### src/rtl/video_pattern_gen.sv
// Video timing and test-pattern generator for the ADV7513 HDMI path.
// Config changes are staged in a shadow register and go live only at the frame boundary.
module video_pattern_gen #(
    parameter int   H_ACTIVE = 640,
    parameter int   H_FP     = 16,
    parameter int   H_SYNC   = 96,
    parameter int   H_BP     = 48,
    parameter int   V_ACTIVE = 480,
    parameter int   V_FP     = 10,
    parameter int   V_SYNC   = 2,
    parameter int   V_BP     = 33,
    parameter logic SYNC_POL = 1'b0,
    parameter int   CHK_LOG2 = 5,
    parameter int   BOX_SIZE = 32
) (
    input  logic        pix_clk,
    input  logic        reset_n,
    input  logic        cfg_valid,
    output logic        cfg_ready,
    input  logic [2:0]  cfg_mode,
    input  logic [23:0] cfg_colour,
    output logic [11:0] hcount,
    output logic [11:0] vcount,
    output logic        de,
    output logic        hsync,
    output logic        vsync,
    output logic [23:0] rgb,
    output logic        frame_start
);

    localparam int H_TOT = H_ACTIVE + H_FP + H_SYNC + H_BP;
    localparam int V_TOT = V_ACTIVE + V_FP + V_SYNC + V_BP;

    localparam logic [11:0] H_LAST    = 12'(H_TOT - 1);
    localparam logic [11:0] V_LAST    = 12'(V_TOT - 1);
    localparam logic [11:0] H_ACT_END = 12'(H_ACTIVE);
    localparam logic [11:0] V_ACT_END = 12'(V_ACTIVE);
    localparam logic [11:0] HS_BEG    = 12'(H_ACTIVE + H_FP);
    localparam logic [11:0] HS_END    = 12'(H_ACTIVE + H_FP + H_SYNC);
    localparam logic [11:0] VS_BEG    = 12'(V_ACTIVE + V_FP);
    localparam logic [11:0] VS_END    = 12'(V_ACTIVE + V_FP + V_SYNC);
    localparam logic [11:0] BX_MAX    = 12'(H_ACTIVE - BOX_SIZE);
    localparam logic [11:0] BY_MAX    = 12'(V_ACTIVE - BOX_SIZE);
    localparam logic [12:0] BOX_EXT   = 13'(BOX_SIZE);

    typedef enum logic [0:0] {
        CFG_FREE = 1'b0,
        CFG_HELD = 1'b1
    } cfg_state_t;

    function automatic logic [23:0] bar_colour(input logic [2:0] idx);
        logic [23:0] c;
        case (idx)
            3'd0:    c = 24'hffffff;
            3'd1:    c = 24'hffff00;
            3'd2:    c = 24'h00ffff;
            3'd3:    c = 24'h00ff00;
            3'd4:    c = 24'hff00ff;
            3'd5:    c = 24'hff0000;
            3'd6:    c = 24'h0000ff;
            default: c = 24'h000000;
        endcase
        return c;
    endfunction

    logic [11:0] h_r;
    logic [11:0] v_r;
    logic        h_last_s;
    logic        v_last_s;
    logic        frame_end_s;

    cfg_state_t  cfg_state_r;
    cfg_state_t  cfg_state_nxt_s;
    logic        cfg_take_s;
    logic        cfg_apply_s;
    logic        cfg_ready_r;
    logic [2:0]  shadow_mode_r;
    logic [23:0] shadow_colour_r;
    logic [2:0]  live_mode_r;
    logic [23:0] live_colour_r;

    logic [11:0] bx_r;
    logic [11:0] by_r;
    logic        dir_x_r;
    logic        dir_y_r;

    logic        active_s;
    logic        hs_on_s;
    logic        vs_on_s;
    logic [2:0]  bar_idx_s;
    logic        chk_s;
    logic        in_box_s;
    logic [23:0] pix_s;

    logic [11:0] hcount_r;
    logic [11:0] vcount_r;
    logic        de_r;
    logic        hsync_r;
    logic        vsync_r;
    logic [23:0] rgb_r;
    logic        frame_start_r;

    assign h_last_s    = (h_r == H_LAST);
    assign v_last_s    = (v_r == V_LAST);
    assign frame_end_s = h_last_s & v_last_s;

    // Raster position counters
    always_ff @(posedge pix_clk or negedge reset_n) begin
        if (!reset_n) begin
            h_r <= 12'd0;
            v_r <= 12'd0;
        end else if (h_last_s) begin
            h_r <= 12'd0;
            v_r <= v_last_s ? 12'd0 : v_r + 12'd1;
        end else begin
            h_r <= h_r + 12'd1;
        end
    end

    // Shadow-register handshake: FREE accepts an offer, HELD waits for the frame boundary
    always_comb begin
        cfg_state_nxt_s = cfg_state_r;
        cfg_take_s      = 1'b0;
        cfg_apply_s     = 1'b0;
        case (cfg_state_r)
            CFG_FREE: begin
                if (cfg_valid) begin
                    cfg_take_s      = 1'b1;
                    cfg_state_nxt_s = CFG_HELD;
                end else begin
                    cfg_state_nxt_s = CFG_FREE;
                end
            end
            CFG_HELD: begin
                if (frame_end_s) begin
                    cfg_apply_s     = 1'b1;
                    cfg_state_nxt_s = CFG_FREE;
                end else begin
                    cfg_state_nxt_s = CFG_HELD;
                end
            end
            default: cfg_state_nxt_s = CFG_FREE;
        endcase
    end

    // Handshake state, shadow capture and live update
    always_ff @(posedge pix_clk or negedge reset_n) begin
        if (!reset_n) begin
            cfg_state_r     <= CFG_FREE;
            cfg_ready_r     <= 1'b1;
            shadow_mode_r   <= 3'd0;
            shadow_colour_r <= 24'h000000;
            live_mode_r     <= 3'd0;
            live_colour_r   <= 24'h000000;
        end else begin
            cfg_state_r <= cfg_state_nxt_s;
            cfg_ready_r <= (cfg_state_nxt_s == CFG_FREE);
            if (cfg_take_s) begin
                shadow_mode_r   <= cfg_mode;
                shadow_colour_r <= cfg_colour;
            end
            if (cfg_apply_s) begin
                live_mode_r   <= shadow_mode_r;
                live_colour_r <= shadow_colour_r;
            end
        end
    end

    // Box bounces once per frame regardless of the selected pattern
    always_ff @(posedge pix_clk or negedge reset_n) begin
        if (!reset_n) begin
            bx_r    <= 12'd0;
            by_r    <= 12'd0;
            dir_x_r <= 1'b1;
            dir_y_r <= 1'b1;
        end else if (frame_end_s) begin
            if (dir_x_r) begin
                if (bx_r == BX_MAX) begin
                    dir_x_r <= 1'b0;
                    bx_r    <= bx_r - 12'd1;
                end else begin
                    bx_r <= bx_r + 12'd1;
                end
            end else if (bx_r == 12'd0) begin
                dir_x_r <= 1'b1;
                bx_r    <= 12'd1;
            end else begin
                bx_r <= bx_r - 12'd1;
            end
            if (dir_y_r) begin
                if (by_r == BY_MAX) begin
                    dir_y_r <= 1'b0;
                    by_r    <= by_r - 12'd1;
                end else begin
                    by_r <= by_r + 12'd1;
                end
            end else if (by_r == 12'd0) begin
                dir_y_r <= 1'b1;
                by_r    <= 12'd1;
            end else begin
                by_r <= by_r - 12'd1;
            end
        end
    end

    assign active_s = (h_r < H_ACT_END) && (v_r < V_ACT_END);
    assign hs_on_s  = (h_r >= HS_BEG) && (h_r < HS_END);
    assign vs_on_s  = (v_r >= VS_BEG) && (v_r < VS_END);
    assign chk_s    = h_r[CHK_LOG2] ^ v_r[CHK_LOG2];
    assign in_box_s = (h_r >= bx_r) && ({1'b0, h_r} < ({1'b0, bx_r} + BOX_EXT)) &&
                      (v_r >= by_r) && ({1'b0, v_r} < ({1'b0, by_r} + BOX_EXT));

    // Bar index counts how many bar edges h*8 has passed, avoiding a divider
    always_comb begin
        bar_idx_s = 3'd0;
        for (int k = 1; k < 8; k++) begin
            bar_idx_s = bar_idx_s + {2'b00, ({h_r, 3'b000} >= 15'(k * H_ACTIVE))};
        end
    end

    // Pattern select on the live mode
    always_comb begin
        pix_s = 24'h000000;
        case (live_mode_r)
            3'd0:    pix_s = live_colour_r;
            3'd1:    pix_s = bar_colour(bar_idx_s);
            3'd2:    pix_s = chk_s ? 24'h000000 : 24'hffffff;
            3'd3:    pix_s = {3{h_r[7:0]}};
            3'd4:    pix_s = in_box_s ? live_colour_r : 24'h000000;
            default: pix_s = 24'h000000;
        endcase
    end

    // Output stage: one cycle behind the counters, all outputs aligned
    always_ff @(posedge pix_clk or negedge reset_n) begin
        if (!reset_n) begin
            hcount_r      <= 12'd0;
            vcount_r      <= 12'd0;
            de_r          <= 1'b0;
            hsync_r       <= ~SYNC_POL;
            vsync_r       <= ~SYNC_POL;
            rgb_r         <= 24'h000000;
            frame_start_r <= 1'b0;
        end else begin
            hcount_r      <= h_r;
            vcount_r      <= v_r;
            de_r          <= active_s;
            hsync_r       <= hs_on_s ? SYNC_POL : ~SYNC_POL;
            vsync_r       <= vs_on_s ? SYNC_POL : ~SYNC_POL;
            rgb_r         <= active_s ? pix_s : 24'h000000;
            frame_start_r <= (h_r == 12'd0) && (v_r == 12'd0);
        end
    end

    assign cfg_ready   = cfg_ready_r;
    assign hcount      = hcount_r;
    assign vcount      = vcount_r;
    assign de          = de_r;
    assign hsync       = hsync_r;
    assign vsync       = vsync_r;
    assign rgb         = rgb_r;
    assign frame_start = frame_start_r;

endmodule

### config.mk
export PLATFORM = sky130hd
export DESIGN_NAME = video_pattern_gen
export DESIGN_NICKNAME = d
export VERILOG_FILES = /design/src/rtl/video_pattern_gen.sv
export SDC_FILE = /design/constraint.sdc
export NUM_CORES = 1
export LEC_CHECK = 0
export BUFFER_PORTS_ARGS = -buffer_cell sky130_fd_sc_hd__buf_2
export CAP_MARGIN = 0
export CORE_MARGIN = 2
export CORE_UTILIZATION = 65
export CTS_CLUSTER_SIZE = 40
export DETAILED_ROUTE_END_ITERATION = 6
export PLACE_DENSITY = 0.86
export SLEW_MARGIN = 25
export SYNTH_ARGS = -nofsm -noshare
export SYNTH_HDL_FRONTEND = slang
export SYNTH_SLANG_ARGS = --single-unit
### constraint.sdc
create_clock -name pix_clk -period 13.2 [get_ports pix_clk]
set_input_delay 2.64 -clock pix_clk [delete_from_list [all_inputs] [get_ports pix_clk]]
set_output_delay 2.64 -clock pix_clk [all_outputs]
set_load 0.005 [all_outputs]
# --- Word level (Yosys, flattened, before mapping) ---
# Index checks and enable logic that the tools add are counted.
word_totals:
  register_bits: 158
  input_bits: 30
  output_inout_bits: 53
  wordCells: 108
classes:
  n_addsub: 14
  n_lt_le_gt_ge: 17
  eq_ne: 14
  n_mux: 27
  bitwise_logic: 4
  reduce_logical: 13
ops:
  columns: ["op", "count"]
  rows:
  - ["$pmux W24 S7", 1]
  - ["$pmux W24 S5", 1]
  - ["$mux W12", 8]
  - ["$mux W24", 3]
  - ["$add A12 B1 Y12 const B", 4]
  - ["$logic_not A12 Y1", 4]
  - ["$ge A15 B12 Y1 const B", 3]
  - ["$eq A12 B10 Y1 const B", 3]
  - ["$ge A15 B11 Y1 const B", 2]
  - ["$add A12 B6 Y13 const B", 2]
  - ["$lt A12 B13 Y1", 2]
  - ["$ge A12 B12 Y1", 2]
  - ["$lt A12 B10 Y1 const B", 2]
  - ["$lt A12 B9 Y1 const B", 2]
  - ["$sub A12 B1 Y12 const B", 2]
  - ["$ge A15 B10 Y1 const B", 1]
  - ["$ge A15 B13 Y1 const B", 1]
  - ["$mux W1", 13]
  - ["$add A3 B1 Y3", 4]
  - ["$eq A12 B9 Y1 const B", 1]
  - ["$eq A3 B2 Y1 const B", 4]
  - ["$eq A3 B3 Y1 const B", 4]
  - ["$ge A12 B10 Y1 const B", 1]
  - ["$ge A12 B9 Y1 const B", 1]
  - ["9 further kinds", 18]

# --- Depth between registers and ports, before layout ---
# Gate-level depths: netlist of run 1.
logic_depth:
  word_depth: 11
  ltp_mapped: 14
  depth_no_buf: 13

# --- Worst setup path before layout of run 1 ---
# No wires, ideal clock.
synth_path:
  path_kind: "reg-to-reg"
  from: "register h_r[11]"
  to: "register rgb_r[11] (netlist: rgb[11])"
  setup_ps: 94
  t_arrival_ps: 4114
  t_required_ps: 13106
  setup_slack_ps: 8993
  path_stages_with_launch: 15
  path_buffers: 1
  period_less_slack_ps: 4207
  path_cell_list: "dfrtp_1 or3_1 or2_2 nor3_1 fa_1 fa_1 inv_1 fa_1 fa_1 nor2_1 nor2_1 nor2_1 clkbuf_1 nor2_1 a211oi_1"
synth_between:
  elab_chain_cells: 11
  elab_cells_between_ends: 31
  classes_between: "add/sub (6); order compare (10); eq/ne (6); mux (4); reduce/logical (5)"
synth_lines:
  columns: ["element", "line", "source"]
  rows:
  - ["start: declaration", "66", "logic [11:0] h_r;"]
  - ["start signal: assignment", "116", "h_r <= h_r + 12'd1;"]
  - ["$ge A15 B10 Y1 / $ge A15 B11 Y1 (equally long branches)", "217", "bar_idx_s = bar_idx_s + {2'b00, ({h_r, 3'b000} >= 15'(k * H_ACTIVE))};"]
  - ["$add A1 B1 Y2", "217", null]
  - ["$add A2 B1 Y3", "217", null]
  - ["$add A3 B1 Y3 (4 in series)", "217", null]
  - ["$eq A3 B3 Y1, or another cell as far along", "53", "case (idx)"]
  - ["$pmux W24 S7", "53", null]
  - ["$pmux W24 S5", "224", "case (live_mode_r)"]
  - ["$mux W24 (*)", "250", "rgb_r <= active_s ? pix_s : 24'h000000;"]
  - ["end signal: assignment", "250", null]
  - ["end: declaration", "100", "logic [23:0] rgb_r;"]
# Mark *: on every way between the ends. The rest lies on a longest branch, timed or not.
# A chain may end at the register's enable or synchronous reset.

# --- Final worst setup path of run 1 ---
layout_path:
  from: "register h_r[11]"
  to: "register rgb_r[8] (netlist: rgb[8])"
# The elaborated chain is that of the path after synthesis.

==> run metrics, run 1 <==
# diodes=0; DIE HEIGHT=120 um; Port Buffers=82; area of the die=14500 sq um; Post-synth EDFFs=0; critical path type=register to register; leakage power=4.65 nW; fin cells=1160; count of cell types in the netlist=60; r2r endpoint=rgb[8]$_DFF_PN0_; Critical Path Source Type=register; FF+latch count, synth=158; Crit-path slowest cell=nor2_1; Max Cap Viol=0; Bufs and invs on worst path=1; CP delay by family, top=simple AND/OR/NAND/NOR gates; endpoints failing setup=0; worst-path cell chain=or3_1 > or2_2 > nor3_1 > fa_1 > fa_1 > inv_1 > fa_1 > fa_1 > nor2_1 > nor2_1 > nor2_1 > nor2_1 > a211oi_1; Multi-input gate area=4470 sq um; pwr dens=101 nW/um^2; ys flop type=dfrtp_1; vias per cell=6.44; Die Wd=120 um; via count=7471; DP Area=9280 sq um; launching point of the worst reg2reg path=h_r[11]$_DFF_PN0_; clk_lat worst skew=0.43 ns; Yosys top cell by area=dfrtp_1; ys async rst share=100%; Initial DRT Pass Iterations=7; Layout area overhead=12.0%; fill count=928; clk buf depth=2; maximum clock frequency=0.208 GHz; remaining global-route overflow=0; CTS H-tree depth=4; Initial DRC Count=1068; r2r setup slk=8.40 ns; Final Hold Viols=0; Tot GR Track Use=33.4%; Post-Route WL=23200 um; Area contributors post-synth=dfrtp_1, mux2_2, ha_1; count leader, synth=dfrtp_1; setup_tns=0 ns; Layout Skew=0.0109 ns; status=finished, final reports clean; cts bufs inserted=17; CP max stage delay=0.68 ns; Placed Instances=1127; Hold Path Origin=shadow_colour_r[19]$_DFFE_PN0P_; pin count of the biggest net entering global routing=94; vias in the first global route=7086; CP max FO=13; Critical Path End Type=register; FP Rows=42; number of setup buffers added after CTS=0; WHS Path Cells=1; Hold Buf Count CTS=0; post-cts gate resize count=0; reg2reg path depth=13; Slew Viols, Final=0; initial antenna violation count=0; Final #Nets=1057; Mapped Cells=913; minimum clock period=4.80 ns; crit share post-route=36.4%; hold worst-path end=live_colour_r[19]$_DFFE_PN0P_; Sink Count=158; Final HPWL DP=15700 um; Synth Net Count=999; Clock Root Buffer=clkbuf_16; top-area cell type share of the netlist area=43.6%; clk slew on worst S/H paths=0.07 ns; Max IR drop VDD=138 uV; Worst Setup SP=h_r[11]$_DFF_PN0_; fin util=74.3%; initial cell density of the core=66.4%; unrepaired setup endpoints after global routing=no; Avg Inst Size Synth=9.63 sq um; Synth warnings=0; share of post-route cells with drive strength above 1=19.7%; drt drc=0; antenna-violating nets left=0; Seq. cell area=3960 sq um; Worst EP required=13.53 ns; CTS tree=built; hold crit path type=register to register; gpl congestion=0.932; top cells by count, synth=dfrtp_1, nor2_1, a21oi_1, nand2_1, mux2_2; fin area=9840 sq um; Worst Path Arrival=5.14 ns; io pins=83; Slew @ Worst Pin=1.04 ns; Relative slew margins=30.6%; Post-Syn Area=8790 sq um; first-pass GRT wire length=37200 um; Core Area=13200 sq um; sequential element share of the synthesized area=45.1%; drt wl/cell=20.0 um
[power breakdown]
part | internal (mW) | leakage, nW | switching (mW)
Sequential | 0.495 | 2.10 | 0.00651
Combinational | 0.0112 | 2.28 | 0.0137
Clock | 0.249 | 0.270 | 0.216
Total | 0.755 | 4.65 | 0.237
[how the worst max path moves through the flow]
| stage | end | slack, ns | cells after the start |
|---|---|---|---|
| after CTS | rgb[8]$_DFF_PN0_ | 8.49 | 13 |
| after floorplan | rgb[11]$_DFF_PN0_ | 8.99 | 14 |
| after global placement | rgb[14]$_DFF_PN0_ | 8.69 | 13 |
| after global routing | rgb[8]$_DFF_PN0_ | 8.12 | 13 |
| after detailed placement | rgb[8]$_DFF_PN0_ | 8.53 | 13 |
| final | rgb[8]$_DFF_PN0_ | 8.40 | 13 |
[flip-flops by register name, indices dropped and copies added (netlist names), 3 cells and up]
signal / count
live_mode_r: 3
vcount: 12
v_r: 12
bx_r: 12
shadow_mode_r: 3
live_colour_r: 24
shadow_colour_r: 24
h_r: 12
rgb: 24
by_r: 12
hcount: 12
[cells by family after synthesis]
logic type | synth area share, %
buffers and inverters | 4.14
AO/OA/AOI/OAI | 14.4
adder cells (fa/ha/maj) | 8.31
AND/OR/NAND/NOR | 17.6
flip-flops | 45.1
XOR/XNOR | 2.89
multiplexers | 7.66
[placed cells by master, fill, tap and decap left out, types with 4 or more instances in the layout]
cell,Yosys,final
nor4_1,7,7
xnor2_1,19,19
ha_1,52,52
nor2_1,97,97
xor2_1,10,10
nand2_1,63,63
nand4_1,27,27
nand2b_1,4,4
fa_1,4,4
and2_1,6,6
clkbuf_16,0,17
dfstp_2,5,5
a31oi_1,9,9
and3_1,14,14
mux2_2,58,58
a21o_1,6,6
nor4b_1,5,5
a21oi_1,84,84
nand3_1,30,30
a311oi_1,13,13
inv_6,0,6
o31ai_1,10,10
o21ai_0,40,40
or3_1,5,5
inv_1,41,41
buf_2,6,81
or2_2,4,4
nor2b_1,7,6
a211oi_1,16,16
or4_1,5,5
nor3_1,24,23
and4_1,6,6
dfrtp_1,153,153
buf_4,0,8
[routing by layer]
metal | wire [um] | track usage, %
met2 | 10300 | 49.1
met3 | 2580 | 9.72
met1 | 9720 | 47.4
met5 | 0 | 0
met4 | 616 | 12.1
[through the flow]
step                      hold WS (ns)  power, mW  setup WS, ns
after floorplan                  0.375      0.517          8.99
after detailed placement         0.477      0.536          8.53
after global placement           0.482      0.533          8.69
after CTS                        0.504      0.996          8.49
after global routing             0.524       1.02          8.12
final                            0.504      0.991          8.40
[worst reg2reg max path, stage by stage (launching register included)]
cell and delay, ns:
dfrtp_1 0.46, or3_1 0.45, or2_2 0.33, nor3_1 0.32, fa_1 0.50, fa_1 0.56, inv_1 0.06, fa_1 0.43
fa_1 0.38, nor2_1 0.11, nor2_1 0.05, nor2_1 0.68, nor2_1 0.13, a211oi_1 0.27
[area by class of cell]
| type | count | area share (%) |
|---|---|---|
| clock buffers | 19 | 4.40 |
| clock inverters | 13 | 1.22 |
| inverters | 41 | 1.56 |
| multi-input cells | 662 | 45.4 |
| flip-flops and latches | 158 | 40.2 |
| well taps | 176 | 2.24 |
| repair buffers | 91 | 4.92 |
(Power assumes the default switching activity.)
==> inputs of run 2 (changes only) <==
CORE_UTILIZATION = 54   (was 65)
PLACE_DENSITY = 0.77   (was 0.86)
clock period = 3.9 ns   (was 13.2 ns; I/O delays follow)
==> run metrics, run 2 (synthesis gave the netlist of run 1 again) <==
Port Buffers=82; minimum clock period=3.84 ns; hold crit path type=primary input to async pin; Hold Buf Count CTS=0; Slew Viols, Final=0; Core Area=15900 sq um; pwr dens=329 nW/um^2; crit share post-route=98.5%; clk slew on worst S/H paths=0.07 ns; worst-path cell chain=or3_4 > or2_4 > nor3_4 > fa_1 > fa_1 > inv_2 > fa_2 > fa_1 > nor2_1 > nor2_1 > nor2_2 > buf_6 > buf_6 > nor2_2 > a21oi_2; clk_lat worst skew=0.43 ns; CP delay by family, top=adder cells; critical path type=register to register; CP max FO=5; Placed Instances=1186; maximum clock frequency=0.260 GHz; Initial DRT Pass Iterations=5; clk buf depth=2; leakage power=4.79 nW; drt drc=0; initial antenna violation count=0; Critical Path End Type=register; Bufs and invs on worst path=3; Layout Skew=0.0118 ns; io pins=83; Max IR drop VDD=317 uV; r2r setup slk=0.06 ns; launching point of the worst reg2reg path=h_r[9]$_DFF_PN0_; status=finished, final reports clean; FP Rows=46; Crit path depth=15; share of post-route cells with drive strength above 1=23.7%; dpl ws=-0.00794 ns; Clock Root Buffer=clkbuf_16; vias per cell=6.09; Slew @ Worst Pin=0.765 ns; Final Hold Viols=0; Critical Path Source Type=register; area of the die=17300 sq um; Max Cap Viol=0; CP max stage delay=0.51 ns; Sink Count=158; endpoints failing setup=0; Worst Path Arrival=4.14 ns; Worst EP required=4.20 ns; Final Hold Slack=0.289 ns; first-pass GRT wire length=37300 um; cts bufs inserted=17; pin count of the biggest net entering global routing=66; remaining global-route overflow=0; DIE HEIGHT=132 um; CTS tree=built; Relative slew margins=48.7%; Initial DRC Count=1023; Worst Setup SP=h_r[9]$_DFF_PN0_; Die Wd=132 um; CTS H-tree depth=4; commonest non-fill, non-tap cell in the layout=dfrtp_1; Final HPWL DP=15600 um; initial cell density of the core=55.3%; vias in the first global route=7309; Layout area overhead=16.1%; antenna-violating nets left=0; Post-Route WL=22300 um; fin cells=1222; reg2reg path depth=15; # diodes=0; Final #Nets=1079; gpl congestion=0.939; via count=7437; most frequent cells in the layout=dfrtp_1, nor2_1, buf_2; unrepaired setup endpoints after global routing=yes; fill count=1297; setup slack after layout=0.0582 ns; Tot GR Track Use=26.6%; Crit-path slowest cell=fa_1; drt wl/cell=18.2 um; Most Frequent Cell on Critical Path=fa_1
run 2: cell count changes in the layout (fill, tap and decap cells not counted), moves of 3 or more:
cell and change:
a21oi_1 -5, a21oi_2 +5, nor2_1 -7, nor2_4 +4, buf_6 +4, nor2_2 +3, buf_4 +17
run 2: through the flow:
step | setup TNS, ns | utilization [%] | area [sq um] | total power, mW
after floorplan | 0 | - | 8820 | 1.75
after global placement | 0 | 59.9 | 9510 | 1.81
after detailed placement | -0.0156 | 59.9 | 9510 | 1.81
after CTS | 0 | 63.8 | 10100 | 3.39
after global routing | -0.705 | 64.2 | 10200 | 3.47
final | 0 | 64.2 | 10200 | 3.36
run 2: where the power goes:
part           total [mW]  leakage (nW)  internal [mW]  switching (mW)
clock                1.58         0.275          0.855           0.728
sequential           1.69          2.10           1.68          0.0191
combinational      0.0825          2.41         0.0397          0.0428
run 2: area by class of cell:
cell class                 instances  area, sq um  area share, %
clock buffer                      18          439           4.30
clock inverter                    14          123           1.20
inverter                          41          154           1.51
multi-input combinational        662         4570           44.8
sequential                       158         3960           38.8
tap                              216          270           2.65
timing repair buffer             113          689           6.76
run 2: final timing paths:
| check | to |
|---|---|
| worst max-delay path | rgb[18]$_DFF_PN0_ |
| worst min-delay path | by_r[7]$_DFFE_PN0P_ |
| worst max register to register | rgb[18]$_DFF_PN0_ |
| worst min register to register | vcount[0]$_DFF_PN0_ |
| max in group asynchronous | h_r[9]$_DFF_PN0_ |
| min in group pix_clk | vcount[0]$_DFF_PN0_ |
run 2: timing repair:
| action | CTS | global route |
|---|---|---|
| setup buffers | 3 | 1 |
| pin swaps | 6 | 14 |
| gates resized for setup | 7 | 16 |
| hold endpoints to repair | 0 | 0 |
| endpoints found under the setup margin | 7 | 14 |
run 2: metal layers:
metal / global-route usage (%) / up-vias / share of wire [%]
li1: - / 3456 / -
met1: 36.7 / 3584 / 43
met2: 42.1 / 334 / 48
met3: 4.36 / 63 / 6.6
met4: 10.3 / 0 / 3.0
met5: 0 / - / 0
==> inputs of run 3 (changes only) <==
GPL_TIMING_DRIVEN = 0   (was default)
==> run metrics, run 3 (synthesis gave the netlist of run 1 again) <==
leakage power=4.82 nW; Sink Count=158; endpoints failing setup=4; antenna-violating nets left=0; fill count=1271; Final #Nets=1112; critical path type=register to register; unrepaired setup endpoints after global routing=yes; Post-Route WL=23000 um; worst-path cell chain=or3_4 > or2_4 > nor3_4 > fa_1 > fa_1 > inv_1 > fa_2 > fa_2 > nor2_1 > nor2_2 > nor2_4 > buf_6 > nor2_2 > a21oi_1; Final HPWL DP=16100 um; minimum clock period=3.92 ns; area of the die=17300 sq um; maximum clock frequency=0.255 GHz; pwr dens=337 nW/um^2; CTS tree=built; remaining global-route overflow=0; clk buf depth=2; Slew @ Worst Pin=0.710 ns; vias per cell=6.05; Hold Buf Count CTS=0; Critical Path End Type=register; Port Buffers=82; crit share post-route=100%; Tot GR Track Use=27.2%; # diodes=0; violated checks=setup timing; first-pass GRT wire length=37700 um; via count=7588; setup slack after layout=-0.0187 ns; CP delay by family, top=adder cells; initial cell density of the core=55.3%; DIE HEIGHT=132 um; Max IR drop VDD=291 uV; Layout Skew=0.0122 ns; gpl congestion=0.933; pin count of the biggest net entering global routing=90; Worst Path Arrival=4.20 ns; clk_lat worst skew=0.43 ns; Die Wd=132 um; Layout area overhead=18.3%; Initial DRT Pass Iterations=5; CTS H-tree depth=4; Relative slew margins=52.2%; drt wl/cell=18.3 um; CP max stage delay=0.53 ns; CP max FO=6; Crit-path slowest cell=fa_2; drt drc=0; Final Hold Viols=0; Core Area=15900 sq um; fin area=10400 sq um; commonest non-fill, non-tap cell in the layout=dfrtp_1; hold crit path type=primary input to async pin; status=complete, but fails checks; most frequent cells in the layout=dfrtp_1, buf_2, nor2_1; Initial DRC Count=755; vias in the first global route=7311; share of post-route cells with drive strength above 1=23.7%; initial antenna violation count=0; DP Area=9540 sq um; Bufs and invs on worst path=2; Critical Path Source Type=register; Clock Root Buffer=clkbuf_16; clk slew on worst S/H paths=0.06 ns; Slew Viols, Final=0; FP Rows=46; Worst EP required=4.18 ns; fin util=65.5%; io pins=83; setup_tns=-0.0537 ns; Max Cap Viol=0; cts bufs inserted=17
## run 3: what timing repair did
item                                    CTS  global route
pin swaps                                20            15
setup buffers                             9             1
endpoints found under the hold margin     0             0
gates cloned                              0             1
endpoints found under the setup margin   24            21
gates resized for setup                  33            17
## run 3: power breakdown
group	total, mW	switching (mW)	internal, mW
Clock	1.73	0.677	1.05
Combinational	0.0844	0.0441	0.0403
Sequential	1.70	0.0200	1.68
## run 3: layout make-up
type | count | area [sq um] | share of cell area [%]
buffer | 52 | 229 | 2.20
clock buffer | 21 | 460 | 4.43
clock inverter | 11 | 154 | 1.48
inverter | 41 | 154 | 1.48
multi-input combinational | 662 | 4620 | 44.5
sequential | 158 | 3970 | 38.1
tap | 216 | 270 | 2.60
timing repair buffer | 94 | 542 | 5.21
## run 3: through the flow
stage	total power, mW	hold WS [ns]	setup slack (ns)	instances
after floorplan	1.75	0.375	0.00380	913
after global placement	1.80	0.443	-0.530	1211
after detailed placement	1.81	0.452	-0.616	1212
after CTS	3.53	0.388	-0.0406	1253
after global routing	3.62	0.420	-0.124	1255
final	3.51	0.353	-0.0187	1255
## run 3: layer usage
layer  up-vias  part of all wire [%]  GRT usage (%)
met2       359                    47           43.5
met1      3610                    42           36.2
met3        90                   6.3           5.09
li1       3529                     -              -
met5         -                     0              0
met4         0                   4.3           12.4
## run 3: final timing paths
kind / depth (start not counted) / to / startpoint / slack [ns]
max: 14 / rgb[21]$_DFF_PN0_ / h_r[11]$_DFF_PN0_ / -0.02
min: 1 / by_r[4]$_DFFE_PN0P_ / reset_n / 0.35
max reg2reg: 14 / rgb[21]$_DFF_PN0_ / h_r[11]$_DFF_PN0_ / -0.02
min reg2reg: 0 / vcount[5]$_DFF_PN0_ / v_r[5]$_DFFE_PN0N_ / 0.48
max in group asynchronous: 2 / cfg_ready$_DFF_PN1_ / reset_n / 2.73
min in group pix_clk: 0 / vcount[5]$_DFF_PN0_ / v_r[5]$_DFFE_PN0N_ / 0.48
## run 3: worst reg2reg max path: stages (launching register included)
cell	delay (ns)
dfrtp_2	0.41
or3_4	0.42
or2_4	0.28
nor3_4	0.13
fa_1	0.46
fa_1	0.50
inv_1	0.05
fa_2	0.33
fa_2	0.53
nor2_1	0.05
nor2_2	0.15
nor2_4	0.08
buf_6	0.18
nor2_2	0.13
a21oi_1	0.08
